### config.mk
export PLATFORM = sky130hd
export DESIGN_NAME = fifo_reader
export DESIGN_NICKNAME = d
export VERILOG_FILES = /design/src/rtl/fifo_pkg.sv /design/src/rtl/fifo_reader_skid.sv /design/src/rtl/fifo_reader.sv
export SDC_FILE = /design/constraint.sdc
export NUM_CORES = 1
export LEC_CHECK = 0
export ABC_AREA = 1
export ABC_CLOCK_PERIOD_IN_PS = 3890
export CAP_MARGIN = 30
export CORE_MARGIN = 2
export CORE_UTILIZATION = 29
export CTS_BUF_LIST = sky130_fd_sc_hd__clkbuf_8 sky130_fd_sc_hd__clkbuf_16
export DETAILED_ROUTE_END_ITERATION = 10
export DONT_BUFFER_PORTS = 1
export HOLD_SLACK_MARGIN = 0.1
export PLACE_DENSITY_LB_ADDON = 0.08
export SLEW_MARGIN = 20
export SYNTH_ARGS = -nofsm -noshare
export SYNTH_HDL_FRONTEND = slang
export SYNTH_SLANG_ARGS = --single-unit
### constraint.sdc
create_clock -name clk -period 3.89 [get_ports clk]
set_input_delay 0.778 -clock clk [delete_from_list [all_inputs] [get_ports clk]]
set_output_delay 0.778 -clock clk [all_outputs]
set_load 0.05 [all_outputs]
### src/rtl/fifo_pkg.sv
// Shared types and sizes for the 8-deep, 6-bit synchronous FIFO and its read-side controller.
package fifo_pkg;

    localparam int FIFO_WIDTH = 6;
    localparam int FIFO_DEPTH = 8;
    localparam int FIFO_LVL_W = $clog2(FIFO_DEPTH) + 1;

    typedef logic [FIFO_WIDTH-1:0] fifo_word_t;
    typedef logic [FIFO_LVL_W-1:0] fifo_level_t;

    typedef enum logic [1:0] {
        EMPTY = 2'd0,
        ONE   = 2'd1,
        TWO   = 2'd2
    } skid_state_e;

    function automatic logic [1:0] skid_count(input skid_state_e s);
        return 2'(s);
    endfunction

endpackage

### src/rtl/fifo_reader_skid.sv
// Two-entry valid/ready skid buffer: captures FIFO words and presents the oldest on m_data.
module fifo_reader_skid
    import fifo_pkg::*;
#(
    parameter int WIDTH = FIFO_WIDTH
) (
    input  logic             clk,
    input  logic             rst_n,
    input  logic             capture_i,
    input  logic [WIDTH-1:0] data_i,
    input  logic             pop_i,
    output logic [WIDTH-1:0] m_data_o,
    output logic             m_valid_o,
    output logic [1:0]       buf_cnt_o
);

    skid_state_e      state_q;
    logic [WIDTH-1:0] head_q;
    logic [WIDTH-1:0] tail_q;

    // head_q is always the oldest word; tail_q only matters in TWO.
    always_ff @(posedge clk or negedge rst_n) begin
        if (!rst_n) begin
            state_q <= EMPTY;
            head_q  <= '0;
            tail_q  <= '0;
        end else begin
            case (state_q)
                EMPTY: begin
                    if (capture_i) begin
                        head_q  <= data_i;
                        state_q <= ONE;
                    end
                end
                ONE: begin
                    if (capture_i && pop_i) begin
                        head_q <= data_i;
                    end else if (capture_i) begin
                        tail_q  <= data_i;
                        state_q <= TWO;
                    end else if (pop_i) begin
                        state_q <= EMPTY;
                    end
                end
                TWO: begin
                    if (pop_i) begin
                        head_q <= tail_q;
                        if (capture_i) begin
                            tail_q <= data_i;
                        end else begin
                            state_q <= ONE;
                        end
                    end
                end
                default: state_q <= EMPTY;
            endcase
        end
    end

    assign m_data_o  = head_q;
    assign buf_cnt_o = skid_count(state_q);
    assign m_valid_o = (state_q != EMPTY);

    // The issue rule in the parent never lets a third word arrive while full.
    a_no_overrun: assert property (@(posedge clk) disable iff (!rst_n)
        !(capture_i && !pop_i && state_q == TWO));

endmodule

### src/rtl/fifo_reader.sv
// Read-side controller: shadows FIFO occupancy, issues reads, streams words through a skid buffer.
// Define FIFO_READER_COUNT_EN to add the 16-bit words_out transfer counter.
module fifo_reader
    import fifo_pkg::*;
#(
    parameter int WIDTH = FIFO_WIDTH,
    parameter int DEPTH = FIFO_DEPTH,
    parameter int LVL_W = $clog2(DEPTH) + 1
) (
    input  logic             clk,
    input  logic             rst_n,
    input  logic             fifo_wr_seen,
    output logic             fifo_rd_en,
    input  logic [WIDTH-1:0] fifo_data,
    output logic [WIDTH-1:0] m_data,
    output logic             m_valid,
    input  logic             m_ready,
    output logic [LVL_W-1:0] level,
    output logic             overflow
`ifdef FIFO_READER_COUNT_EN
    ,
    output logic [15:0]      words_out
`endif
);

    localparam logic [LVL_W-1:0] FULL = LVL_W'(DEPTH);

    logic [LVL_W-1:0] level_q, level_d;
    logic             overflow_q, overflow_d;
    logic             inflight_q;
    logic [1:0]       buf_cnt;
    logic             pop;
    logic [2:0]       occ;

    assign pop = m_valid && m_ready;

    // Words already committed downstream after this edge: buffered + in flight - leaving.
    // A pop implies buf_cnt >= 1, so this never underflows.
    assign occ        = 3'(buf_cnt) + 3'(inflight_q) - 3'(pop);
    assign fifo_rd_en = (level_q != '0) && (occ < 3'd2);

    always_comb begin
        level_d    = level_q;
        overflow_d = overflow_q;
        if (fifo_wr_seen && !fifo_rd_en) begin
            if (level_q == FULL) begin
                overflow_d = 1'b1;
            end else begin
                level_d = level_q + LVL_W'(1);
            end
        end else if (fifo_rd_en && !fifo_wr_seen) begin
            level_d = level_q - LVL_W'(1);
        end
    end

    always_ff @(posedge clk or negedge rst_n) begin
        if (!rst_n) begin
            level_q    <= '0;
            overflow_q <= 1'b0;
            inflight_q <= 1'b0;
        end else begin
            level_q    <= level_d;
            overflow_q <= overflow_d;
            inflight_q <= fifo_rd_en;
        end
    end

    fifo_reader_skid #(
        .WIDTH(WIDTH)
    ) u_skid (
        .clk       (clk),
        .rst_n     (rst_n),
        .capture_i (inflight_q),
        .data_i    (fifo_data),
        .pop_i     (pop),
        .m_data_o  (m_data),
        .m_valid_o (m_valid),
        .buf_cnt_o (buf_cnt)
    );

    assign level    = level_q;
    assign overflow = overflow_q;

`ifdef FIFO_READER_COUNT_EN
    logic [15:0] words_q;

    always_ff @(posedge clk or negedge rst_n) begin
        if (!rst_n) begin
            words_q <= '0;
        end else if (pop) begin
            words_q <= words_q + 16'd1;
        end
    end

    assign words_out = words_q;
`endif

endmodule

# Word-level counts from Yosys, hierarchy flattened
# Index checks and enable logic that the tools add are counted.
[op_classes]
n_lt_le_gt_ge = 1
addsub = 4
reduce_logical = 18
n_eq_ne = 10
n_mux = 18
[ops]
columns = ["cell", "n"]
rows = [
  ["6-bit 2-to-1 mux", 6],
  ["6-bit one-hot mux with 3 select lines", 1],
  ["2-bit 2-to-1 mux", 6],
  ["4-bit 2-to-1 mux", 3],
  ["6-bit one-hot mux with 2 select lines", 1],
  ["2-bit inequality test, second input constant", 5],
  ["2-bit one-hot mux with 3 select lines", 1],
  ["2-bit nonzero test", 3],
  ["1-bit logical AND", 5],
  ["5-bit AND reduction", 1],
  ["4-bit by 1-bit adder with 4-bit output, second input constant", 1],
  ["4-bit equality test, second input constant", 1],
  ["2-bit AND reduction", 2],
  ["4-bit AND reduction", 1],
  ["4-bit nonzero test", 1],
  ["4-bit by 1-bit subtractor with 4-bit output, second input constant", 1],
  ["2-bit by 1-bit adder with 3-bit output", 1],
  ["3-bit by 2-bit < comparator with 1-bit output, second input constant", 1],
  ["3-bit inequality test, second input constant", 1],
  ["3-bit AND reduction", 1],
  ["3-bit nonzero test", 1],
  ["3-bit by 1-bit subtractor with 3-bit output", 1],
  ["2-bit by 1-bit equality test with 1-bit output, second input constant", 1],
  ["2-bit equality test, second input constant", 1],
  ["3 further kinds", 4],
]
[totals]
output_inout_bits = 13
elab_cells = 57
ff_bits = 20
in_bits = 10

# Logic depth before layout (Yosys ltp)
[depth]
word_depth = 9
depth_mapped = 19

# Cells and area by module
# A second synthesis with hierarchy kept.
[unflattened]
cells_unflattened = 145
hier_area_um2 = 1167.4
[by_module_without_submodules]
columns = ["mod", "cells_each", "n_inst", "area_each_um2"]
rows = [
  ["fifo_reader_skid", 92, 1, 723.2],
  ["fifo_reader", 53, 1, 444.2],
]

# Worst setup path before layout
# OpenSTA, ideal clock, no wires.
[synth_timing]
path_type = "input -> output"
from = "input m_ready"
to = "output fifo_rd_en"
required_ns = 3.112
arrival_ns = 2.136
path_stages = 8
slack_ns = 0.976
cell_sequence = "nand2_4 o21ai_0 nand2_1 fa_1 inv_1 a21oi_1 nand3_1 inv_1"
[synth_via]
elab_chain_len = 4
[synth_lines]
columns = ["element", "line", "rtl"]
rows = [
  ["start: declaration", "fifo_reader.sv:17", "input logic m_ready,"],
  ["1-bit logical AND", "fifo_reader.sv:35", "assign pop = m_valid && m_ready;"],
  ["3-bit by 1-bit subtractor with 3-bit output", "fifo_reader.sv:39", "assign occ = 3'(buf_cnt) + 3'(inflight_q) - 3'(pop);"],
  ["3-bit by 2-bit < comparator with 1-bit output", "fifo_reader.sv:40", "assign fifo_rd_en = (level_q != '0) && (occ < 3'd2);"],
  ["1-bit logical AND", "fifo_reader.sv:40", ""],
  ["end: declaration", "fifo_reader.sv:13", "output logic fifo_rd_en,"],
]
# Every way passes these cells.

# Worst setup path after layout
[layout_timing]
from = "register u_skid.state_q[1] (netlist: u_skid.buf_cnt_o[1])"
to = "output fifo_rd_en"
[layout_via]
elab_chain_len = 5
[layout_lines]
columns = ["element", "line", "rtl"]
rows = [
  ["start: declaration", "fifo_reader_skid.sv:17", "skid_state_e state_q;"],
  ["start signal: assignment", "fifo_reader_skid.sv:24", "state_q <= EMPTY;"],
  ["start signal: assignment", "fifo_reader_skid.sv:32", "state_q <= ONE;"],
  ["start signal: assignment", "fifo_reader_skid.sv:40", "state_q <= TWO;"],
  ["branches (longest 2 deep; another with 2-bit by 1-bit adder with 3-bit output)", "n/a", ""],
  ["3-bit by 1-bit subtractor with 3-bit output (*)", "fifo_reader.sv:39", ""],
  ["3-bit by 2-bit < comparator with 1-bit output (*)", "fifo_reader.sv:40", ""],
  ["1-bit logical AND (*)", "fifo_reader.sv:40", ""],
]
# Every way passes the cells marked *.

==> metrics.txt <==
delay-heaviest family, CP=simple AND/OR/NAND/NOR gates; WP data required=3.11 ns; Synthesis Warnings=0; ys async rst share=1.00; Synth cell types=25; first-pass detailed-route iteration total=4; Chip Width=66.1 um; Post-Syn Area per Cell=9.64 um2; status=complete, no violations; All-Layer GR Usage=0.119; Clk Latency, worst-skew pair=0.26 ns; global route overflow=0; setup repair after global routing missed its margin=no; Initial Utilization=0.303; clk sinks=20; setup TNS=0 ns; post-CTS resize count=0; Synth Net Count=130; CP max stage delay=0.51 ns; DP Area=between 0.001 and 0.0015 mm2; CTS clk-pin slew, worst paths=0.08 ns; Seq/Total Area, Yosys=0.447; Wirelength per Cell=between 10 and 15 um; Root Driver=clkbuf_8; Placer Congestion=0.765; routed via count=745; Buf+Inv Stages, Crit Path=3; crit path max-delay cell type=fa_1; fin cells=167; HPWL Detailed=1660 um; top cells by area, synth=dfrtp_1, nand2_1, mux2_4; Setup CP Type=flip-flop to primary output; max_slew headroom=0.593; Final Cycle Share=0.857; Die Y=between 60 and 70 um; first-pass GRT wire length=3880 um; number of flops mapped to enable cells by yosys=0; Rows=22; CTS tree=yes; worst r2r src=u_skid.buf_cnt_o[1]; initial antenna violation count=0; nature of the critical path endpoint=primary output; fin crit period=3.33 ns; synthesized area=~0.0011 mm2; DRT iter0 DRCs=32; ANT nets after route=0; most frequent CP cell=inv_1; critical path launch point type=flip-flop; fmax=300 MHz; Mapped Cells=between 100 and 150; via density per instance=4.46; final setup vio count=0; design area=roughly 0.0012 mm2; Worst Max-Slew Pin Slew=0.611 ns; io pins=23; I/O Buffers=0; #FFs+latches synth=20; Fill cells=slightly below 400; area leader, netlist=dfrtp_1; worst endpoint data arrival time=2.55 ns; pin count of the biggest net entering global routing=21; drt total wl=2230 um; Fin. Hold Viols=0; DRC=0; post-synth top area share=0.447; Primary FF master, synth=dfrtp_1; Setup Skew=0.00655 ns; number of global-route vias before repair=777; Final nets=134; H-Tree Depth=1; share of cells above drive strength 1=0.218; area delta synth->final=10.4%; die area=about 0.0044 mm2; n_diodes=0; most numerous cell in the Yosys netlist=nand2_1; CORE AREA=between 0.003 and 0.004 mm2; hold crit path type=input port to async pin; worst-case clock buffer depth=2; DP Cell Count=163; CP max FO=8; Post-synth top cells=nand2_1, dfrtp_1, inv_1; # hold bufs at CTS=0; # Post-CTS Setup Buffers=0; CP startpoint=u_skid.buf_cnt_o[1]; Num CTS Buffers=3; total of max-cap violations=0; fin. max-slew vios=0; CP Cell Sequence=inv_2 > nor2_4 > nand2_4 > o21ai_0 > nand2_1 > fa_1 > inv_1 > a21oi_1 > nand3_1 > inv_1
-- state kept, by name (all words and copies together) (netlist names) --
signal	count
u_skid.tail_q	6
u_skid.m_data_o	6
u_skid.buf_cnt_o	2
overflow	1
level	4
inflight_q	1
-- final cells by class --
class	count	area (um2)	area share
clock buffer	3	41.3	0.0334
clock inverter	1	30.0	0.0243
inverter	14	52.6	0.0426
multi-input combinational	81	551	0.446
sequential	20	500	0.405
tap	48	60.1	0.0486
-- worst register-to-register path, stage by stage (launching register included) --
cell and delay [ns]:
dfrtp_1 0.46, inv_2 0.09, nor2_4 0.22, nand2_4 0.11, o21ai_0 0.09, nand2_1 0.10
fa_1 0.51, inv_1 0.04, a21oi_1 0.16, nand3_1 0.16, nand2_1 0.20, ha_1 0.26
nand2_1 0.06, nand2_1 0.06, a21oi_1 0.16, inv_1 0.06, nand2_1 0.09, nand3_1 0.08
nand2_1 0.07, nand2_1 0.06
-- kinds of logic (layout without fill, tap and decap cells) --
family                     count (synthesis)  in the layout  share of synthesized area
and+or+nand+nor                           54             54                      0.232
xor gates and xnor gates                   2              2                     0.0157
DFF                                       20             20                      0.447
adders and majority gates                  4              4                     0.0582
AOI/OAI and AO/OA                         15             15                      0.106
buffers and inverters                     15             18                     0.0604
muxes                                      6              6                     0.0805
-- routing by layer --
| layer | vias up | track usage | part of all wire |
|---|---|---|---|
| met3 | 2 | 0.0358 | 0.054 |
| met4 | 0 | 0.0383 | 0.0058 |
| met1 | 347 | 0.163 | 0.48 |
| li1 | 385 | - | - |
| met2 | 11 | 0.178 | 0.46 |
| met5 | - | 0 | 0 |
-- worst paths after layout --
check / endpoint / slack [ns] / depth (start not counted)
min in group clk: u_skid.tail_q[0] / 0.52 / 1
max: fifo_rd_en / 0.56 / 10
min reg2reg: u_skid.tail_q[0] / 0.52 / 1
max in group asynchronous: u_skid.buf_cnt_o[0] / 3.61 / 0
max reg2reg: level[3] / 0.77 / 19
min: u_skid.tail_q[0] / 0.20 / 0
-- stage by stage --
stage	setup slack [ns]	utilization	hold WS, ns
floorplan	0.976	-	0.482
global placement	0.838	0.315	0.483
detailed placement	0.765	0.315	0.483
CTS	0.520	0.335	0.196
global route	0.244	0.335	0.185
finish	0.558	0.335	0.204
-- cell usage in the layout (no fill, tap or decap), types with 3 or more instances in the layout --
cell type and count:
nand3_1 7, nand2_1 30, nor2_2 4, clkbuf_8 3
a21oi_1 3, mux2_4 6, nor2_1 6, a31oi_2 4
dfrtp_1 20, nand2_4 3, inv_1 12
Power is not shown: default switching activity piles up to over one toggle a cycle in this logic, so the estimate is an artifact.
